$ cat src/rtl/bcd_pkg.sv
// Shared BCD definitions, also used by the character-ROM stage so digit widths agree.
package bcd_pkg;

  localparam int DIGIT_BITS          = 4;
  localparam int NUM_DIGITS          = 3;
  localparam int MAX_VALUE           = 999;
  localparam int DEFAULT_BINARY_BITS = 10;
  localparam int COUNT_BITS          = $clog2(DEFAULT_BINARY_BITS);

  typedef enum logic {
    IDLE  = 1'b0,
    SHIFT = 1'b1
  } state_t;

  // Shift-counter width for an arbitrary operand width (never below 1 bit).
  function automatic int count_width(input int bits);
    return (bits > 1) ? $clog2(bits) : 1;
  endfunction

endpackage

$ cat src/rtl/bcd_digit_adjust.sv
// Double-dabble nibble correction: digits of 5 or more get +3 before the next shift.
module bcd_digit_adjust
  import bcd_pkg::*;
#(
  parameter int WIDTH = DIGIT_BITS
) (
  input  logic [WIDTH-1:0] digit,
  output logic [WIDTH-1:0] adjusted
);

  assign adjusted = (digit >= WIDTH'(5)) ? digit + WIDTH'(3) : digit;

endmodule

$ cat src/rtl/binary_to_bcd_converter.sv
// Sequential shift-add-3 converter: one shift per operand bit, results held
// until the next conversion completes so the display never sees partial digits.
module binary_to_bcd_converter #(
  parameter int BINARY_BITS = bcd_pkg::DEFAULT_BINARY_BITS,
  parameter int DIGIT_BITS  = bcd_pkg::DIGIT_BITS,
  parameter int MAX_VALUE   = bcd_pkg::MAX_VALUE
) (
  input  logic                   clock,
  input  logic                   reset_n,
  input  logic                   start,
  input  logic [BINARY_BITS-1:0] value,
  output logic                   busy,
  output logic                   done,
  output logic                   overflow,
  output logic [DIGIT_BITS-1:0]  number2,
  output logic [DIGIT_BITS-1:0]  number1,
  output logic [DIGIT_BITS-1:0]  number0
);

  import bcd_pkg::*;

  localparam int BCD_BITS  = NUM_DIGITS * DIGIT_BITS;
  localparam int CNT_W     = count_width(BINARY_BITS);
  // A narrow operand can never exceed MAX_VALUE, so clamp to the input range.
  localparam int SAT_VALUE = (MAX_VALUE < (2 ** BINARY_BITS)) ? MAX_VALUE : (2 ** BINARY_BITS) - 1;

  localparam logic [BINARY_BITS-1:0] SAT_OPERAND = BINARY_BITS'(SAT_VALUE);
  localparam logic [CNT_W-1:0]       LAST_COUNT  = CNT_W'(BINARY_BITS - 1);

  state_t                          state;
  logic [CNT_W-1:0]                count;
  logic [BCD_BITS-1:0]             bcd;
  logic [BINARY_BITS-1:0]          operand;
  logic                            pending_overflow;
  logic [BCD_BITS-1:0]             bcd_adjusted;
  logic [BCD_BITS+BINARY_BITS-1:0] shifted;
  logic                            value_over;

  genvar gi;
  generate
    for (gi = 0; gi < NUM_DIGITS; gi++) begin : g_adjust
      bcd_digit_adjust #(
        .WIDTH (DIGIT_BITS)
      ) u_adjust (
        .digit    (bcd[gi*DIGIT_BITS +: DIGIT_BITS]),
        .adjusted (bcd_adjusted[gi*DIGIT_BITS +: DIGIT_BITS])
      );
    end
  endgenerate

  assign shifted    = {bcd_adjusted, operand} << 1;
  assign value_over = (value > SAT_OPERAND);

  always_ff @(posedge clock or negedge reset_n) begin
    if (!reset_n) begin
      state            <= IDLE;
      count            <= '0;
      bcd              <= '0;
      operand          <= '0;
      pending_overflow <= 1'b0;
      busy             <= 1'b0;
      done             <= 1'b0;
      overflow         <= 1'b0;
      number2          <= '0;
      number1          <= '0;
      number0          <= '0;
    end else begin
      done <= 1'b0;
      case (state)
        IDLE: begin
          if (start) begin
            operand          <= value_over ? SAT_OPERAND : value;
            pending_overflow <= value_over;
            bcd              <= '0;
            count            <= '0;
            busy             <= 1'b1;
            state            <= SHIFT;
          end
        end
        SHIFT: begin
          {bcd, operand} <= shifted;
          count          <= count + CNT_W'(1);
          // Final shift: publish the post-shift digits directly, bypassing bcd.
          if (count == LAST_COUNT) begin
            number2  <= shifted[BINARY_BITS + 2*DIGIT_BITS +: DIGIT_BITS];
            number1  <= shifted[BINARY_BITS + DIGIT_BITS   +: DIGIT_BITS];
            number0  <= shifted[BINARY_BITS                +: DIGIT_BITS];
            overflow <= pending_overflow;
            done     <= 1'b1;
            busy     <= 1'b0;
            state    <= IDLE;
          end
        end
        default: state <= IDLE;
      endcase
    end
  end

endmodule

$ cat config.mk
export PLATFORM = sky130hd
export DESIGN_NAME = binary_to_bcd_converter
export DESIGN_NICKNAME = d
export VERILOG_FILES = /design/src/rtl/bcd_pkg.sv /design/src/rtl/bcd_digit_adjust.sv /design/src/rtl/binary_to_bcd_converter.sv
export SDC_FILE = /design/constraint.sdc
export NUM_CORES = 1
export LEC_CHECK = 0
export ABC_AREA = 1
export CAP_MARGIN = 5
export CORE_ASPECT_RATIO = 0.75
export CORE_MARGIN = 2
export CORE_UTILIZATION = 30
export CTS_BUF_LIST = sky130_fd_sc_hd__clkbuf_8 sky130_fd_sc_hd__clkbuf_16
export DETAILED_ROUTE_END_ITERATION = 8
export GPL_ROUTABILITY_DRIVEN = 0
export PLACE_DENSITY = 0.6
export RECOVER_POWER = 100
export REMOVE_ABC_BUFFERS = 1
export SYNTH_ARGS = -nofsm -noshare
export SYNTH_HDL_FRONTEND = slang
export SYNTH_SLANG_ARGS = --single-unit
$ cat constraint.sdc
create_clock -name clock -period 1.6 [get_ports clock]
set_input_delay 0.32 -clock clock [delete_from_list [all_inputs] [get_ports clock]]
set_output_delay 0.32 -clock clock [all_outputs]
set_load 0.1 [all_outputs]
Word-level counts from Yosys, hierarchy flattened
Index checks and enable logic that the tools add are counted.

Input port bits: 13. Register bits after elaboration: 43. Output and inout port bits: 15. Word-level logic and storage cells: 44.

Muxes and demuxes: 18. Reductions and logical operators: 3. Bitwise operators: 1. Eq/ne operators: 3. Add/sub/neg operators: 4. $lt $le $gt $ge: 4.

Operators with widths (number): $pmux W12 S2 (1); $mux W10 (2); $pmux W10 S2 (1); $ge A4 B3 Y1 const B (3); $mux W12 (1); $mux W4 (3); $gt A10 B10 Y1 const B (1); $add A4 B2 Y4 const B (2); $pmux W4 S2 (1); $mux W1 (6); $reduce_and A2 Y1 (3); $add A4 B1 Y4 const B (1); $eq A4 B4 Y1 const B (1); $pmux W1 S2 (2); $add A3 B2 Y3 const B (1); $mux W3 (1); $ne A2 B1 Y1 const B (1); $ne A2 B2 Y1 const B (1); $not A1 Y1 (1).

Longest topological paths before layout
Word-level depth: 4. Gate-level depth with buffers: 9. Mapped depth without buffers: 9.

Cells and area by module
From an unflattened synthesis, not the netlist that was laid out.

Cell total of the unflattened synthesis: 253. Area total of the unflattened synthesis: 2172.1 µm².

Modules (own cells, without submodules): binary_to_bcd_converter (times used 1, cells each 184, area each 1766.7 µm²); bcd_digit_adjust (times used 3, cells each 23, area each 135.1 µm²).

Worst setup path after synthesis
No wires, ideal clock.

Path kind: register -> output. From: register busy. To: output port busy. Path buffers: 0. Cell stages (with the launch flop): 1. Arrival: 898 ps. Setup slack: 382 ps. Cells stage by stage: dfrtp_1.

RTL lines: start, declared (line binary_to_bcd_converter.sv:12) `output logic busy,`; start signal, assigned (line binary_to_bcd_converter.sv:61) `busy <= 1'b0;`; start signal, assigned (line binary_to_bcd_converter.sv:76) `busy <= 1'b1;`; start signal, assigned (line binary_to_bcd_converter.sv:90) `busy <= 1'b0;`.

No word-level cell between the ends.

Worst setup path in the final report
From: register number1[1]. To: output port number1[1].

RTL lines: start, declared (line binary_to_bcd_converter.sv:16) `output logic [DIGIT_BITS-1:0] number1,`; start signal, assigned (line binary_to_bcd_converter.sv:86) `number1 <= shifted[BINARY_BITS + DIGIT_BITS +: DIGIT_BITS];`.

No word-level cell between the ends.

==> results.py <==
metrics = {
    "outcome": {
        "status": "completed",
    },
    "setup_path": {
        "crit_path_max_incr_delay_ps": 460,
        "path_class": "register to output pin",
        "endpoint_kind": "output pin",
        "crit_chain": "clkbuf_2",
        "r2r_end": "number0[3]",
        "critical_path.slowest_cell": "clkbuf_2",
        "cp.arrival_ps": 1120,
        "timing.rr.start": "count[0]",
        "worstPathMaxFanout": 2,
        "cp.required_ps": 1280,
        "rr_worst_depth": 4,
        "cp_num_buf_inv": 1,
        "cpLargestDelayFamily": "buffers and inverters",
        "reg2reg_slack_ps": 220,
        "start_kind": "register",
    },
    "route": {
        "via_per_inst": 4.72,
        "wl_per_cell_um": 12.5,
        "vias": 1714,
        "wl_mm": 4.53,
        "ant_nets": 0,
        "firstDrtPassIters": 4,
        "drt_iter0_markers": 89,
        "post-route-drc-count": 0,
    },
    "clock_tree": {
        "clk_latency_ps": 300,
        "cts_root_buf": "clkbuf_8",
        "path_clk_slew_ps": 90,
        "cts_tree": "yes",
        "cts.sinks": 43,
        "cts-buffers-inserted": 5,
        "htreeDepth": 2,
        "cts_buffer_depth": 2,
        "cts_resized": 0,
    },
    "synthesis": {
        "synth_top_area_share_pct": 51.7,
        "yosys_register_bits": 43,
        "synth-warning-count": 0,
        "yosysSeqAreaShare_pct": 51.7,
        "synth_top_area_cell": "dfrtp_1",
        "synth_top_cells_by_count": "87 x nand2_1, 43 x dfrtp_1, 26 x inv_1",
        "async_reset_ff_share_pct": 100,
        "yosysMostFrequentCell": "nand2_1",
        "netlist_area_sq_mm": 0.00208,
        "synth_edf_count": 0,
        "ys_types": 25,
        "synth_ff_type": "dfrtp_1",
        "syn_inst": 244,
        "synth_area_leaders": "dfrtp_1 52%, nand2_1 16%, nand3_1 5.1%",
        "avgSynthCellArea_sq_um": 8.53,
    },
    "global_routing": {
        "antenna_found_initial": 0,
        "grt_pass1_vias": 1680,
        "grt_use_total_pct": 13.2,
        "grt_pass1_wl_mm": 8.01,
        "overflow": 0,
        "grt_max_degree": 28,
    },
    "timing": {
        "fin_tns_setup_ps": 0,
        "final_hold_viol_count": 0,
        "finalCriticalPeriod_ps": 1440,
        "setup_violations": 0,
        "tightest_slew_ps": 542,
        "slew_headroom_pct": 64.0,
        "drv_slew": 0,
        "rsz0062_at_grt": "false",
        "max_freq_mhz": 695,
        "whs_ps": 461,
        "skew_ps": 10.2,
        "finalCritPeriodShare_pct": 90.0,
    },
    "place": {
        "dpl_cell_area_sq_mm": 0.00260,
        "dp_cells": 354,
        "post-dp-hpwl_mm": 3.24,
        "io_buffers": 27,
    },
    "finish": {
        "area_growth_pct": 17.7,
        "antenna_cells": 0,
        "seq_area_sq_mm": 0.00108,
        "fin_cells": 363,
        "finalNetCount": 299,
        "drive_above_1_share_pct": 10.8,
        "multi_input_area_sq_um": 815,
        "fillers": 709,
        "design_area_sq_mm": 0.00245,
    },
    "floorplan": {
        "std_cell_rows": 26,
        "fp.dieH_um": 76.1,
        "coreArea_sq_mm": 0.00677,
        "ioPinCount": 28,
        "fp.dieW_um": 100,
        "dieArea_sq_mm": 0.00763,
        "start_util_pct": 30.8,
    },
    "min_path": {
        "min_path_type": "input pin to async pin",
    },
    "flow_run": {
        "maxCapViolations": 0,
    },
}
[flip-flops by register name, summed over array words and instances (netlist names)]
name and count:
operand 10, count 4, done 1, overflow 1, pending_overflow 1, state 1, number2 4, busy 1
number1 4, bcd 12, number0 4
[kinds of logic after synthesis]
logic type	Yosys count	share of synthesized area, %
AOI/OAI and AO/OA	29	8.60
xor gates and xnor gates	1	0.421
DFF	43	51.7
buffers and inverters	37	8.12
and+or+nand+nor	126	26.3
adders and majority gates	8	4.81
[cell type report]
cell class / count / area share [%]
flip-flops and latches: 43 / 43.9
inverters: 30 / 4.65
multi-input cells: 164 / 33.3
clock inverters: 1 / 0.153
clock buffers: 7 / 3.93
repair buffers: 34 / 9.76
well taps: 84 / 4.29
[per-layer routing]
layer | part of all wire [%] | track usage [%] | vias up
li1 | - | - | 855
met1 | 51 | 20.1 | 799
met2 | 42 | 18.0 | 53
met3 | 6.1 | 3.49 | 7
met4 | 1.4 | 4.11 | 0
met5 | 0 | 0 | -
[through the flow]
stage	worst slack [ps]	util, %
after floorplan	272	-
after global placement	167	38.5
after detailed placement	136	38.5
after CTS	257	40.1
after global routing	60.5	36.2
final	160	36.2
[worst max-delay path by stage]
stage | slack [ps] | end | startpoint | cells after the start
2_1_floorplan | 270 | number0[1] | state | 4
3_3_place_gp | 170 | operand[3] | value[3] | 6
3_5_place_dp | 140 | operand[2] | start | 5
4_1_cts | 260 | number2[2] | count[0] | 5
5_1_grt | 60 | number0[0] | count[1] | 6
6_report | 160 | number1[1] | number1[1] | 1
[layout by cell type (no fill, tap or decap), drive strengths merged]
cell           count
nand2             88
dfrtp             43
inv               30
clkbuf            23
nand3             21
o21ai             13
clkdlybuf4s50     11
nor2              10
ha                 8
nand4              7
buf                6
o22ai              5
a21oi              4
o221ai             4
a22oi              2
clkinv             1
o211ai             1
xnor2              1
dlygate4sd3        1
[repair_timing]
item / CTS / global route
endpoints found under the hold margin: 16 / 0
hold buffers: 1 / 0
setup buffers: 0 / 0
Power is not shown: default switching activity piles up to over one toggle a cycle in this logic, so the estimate is an artifact.
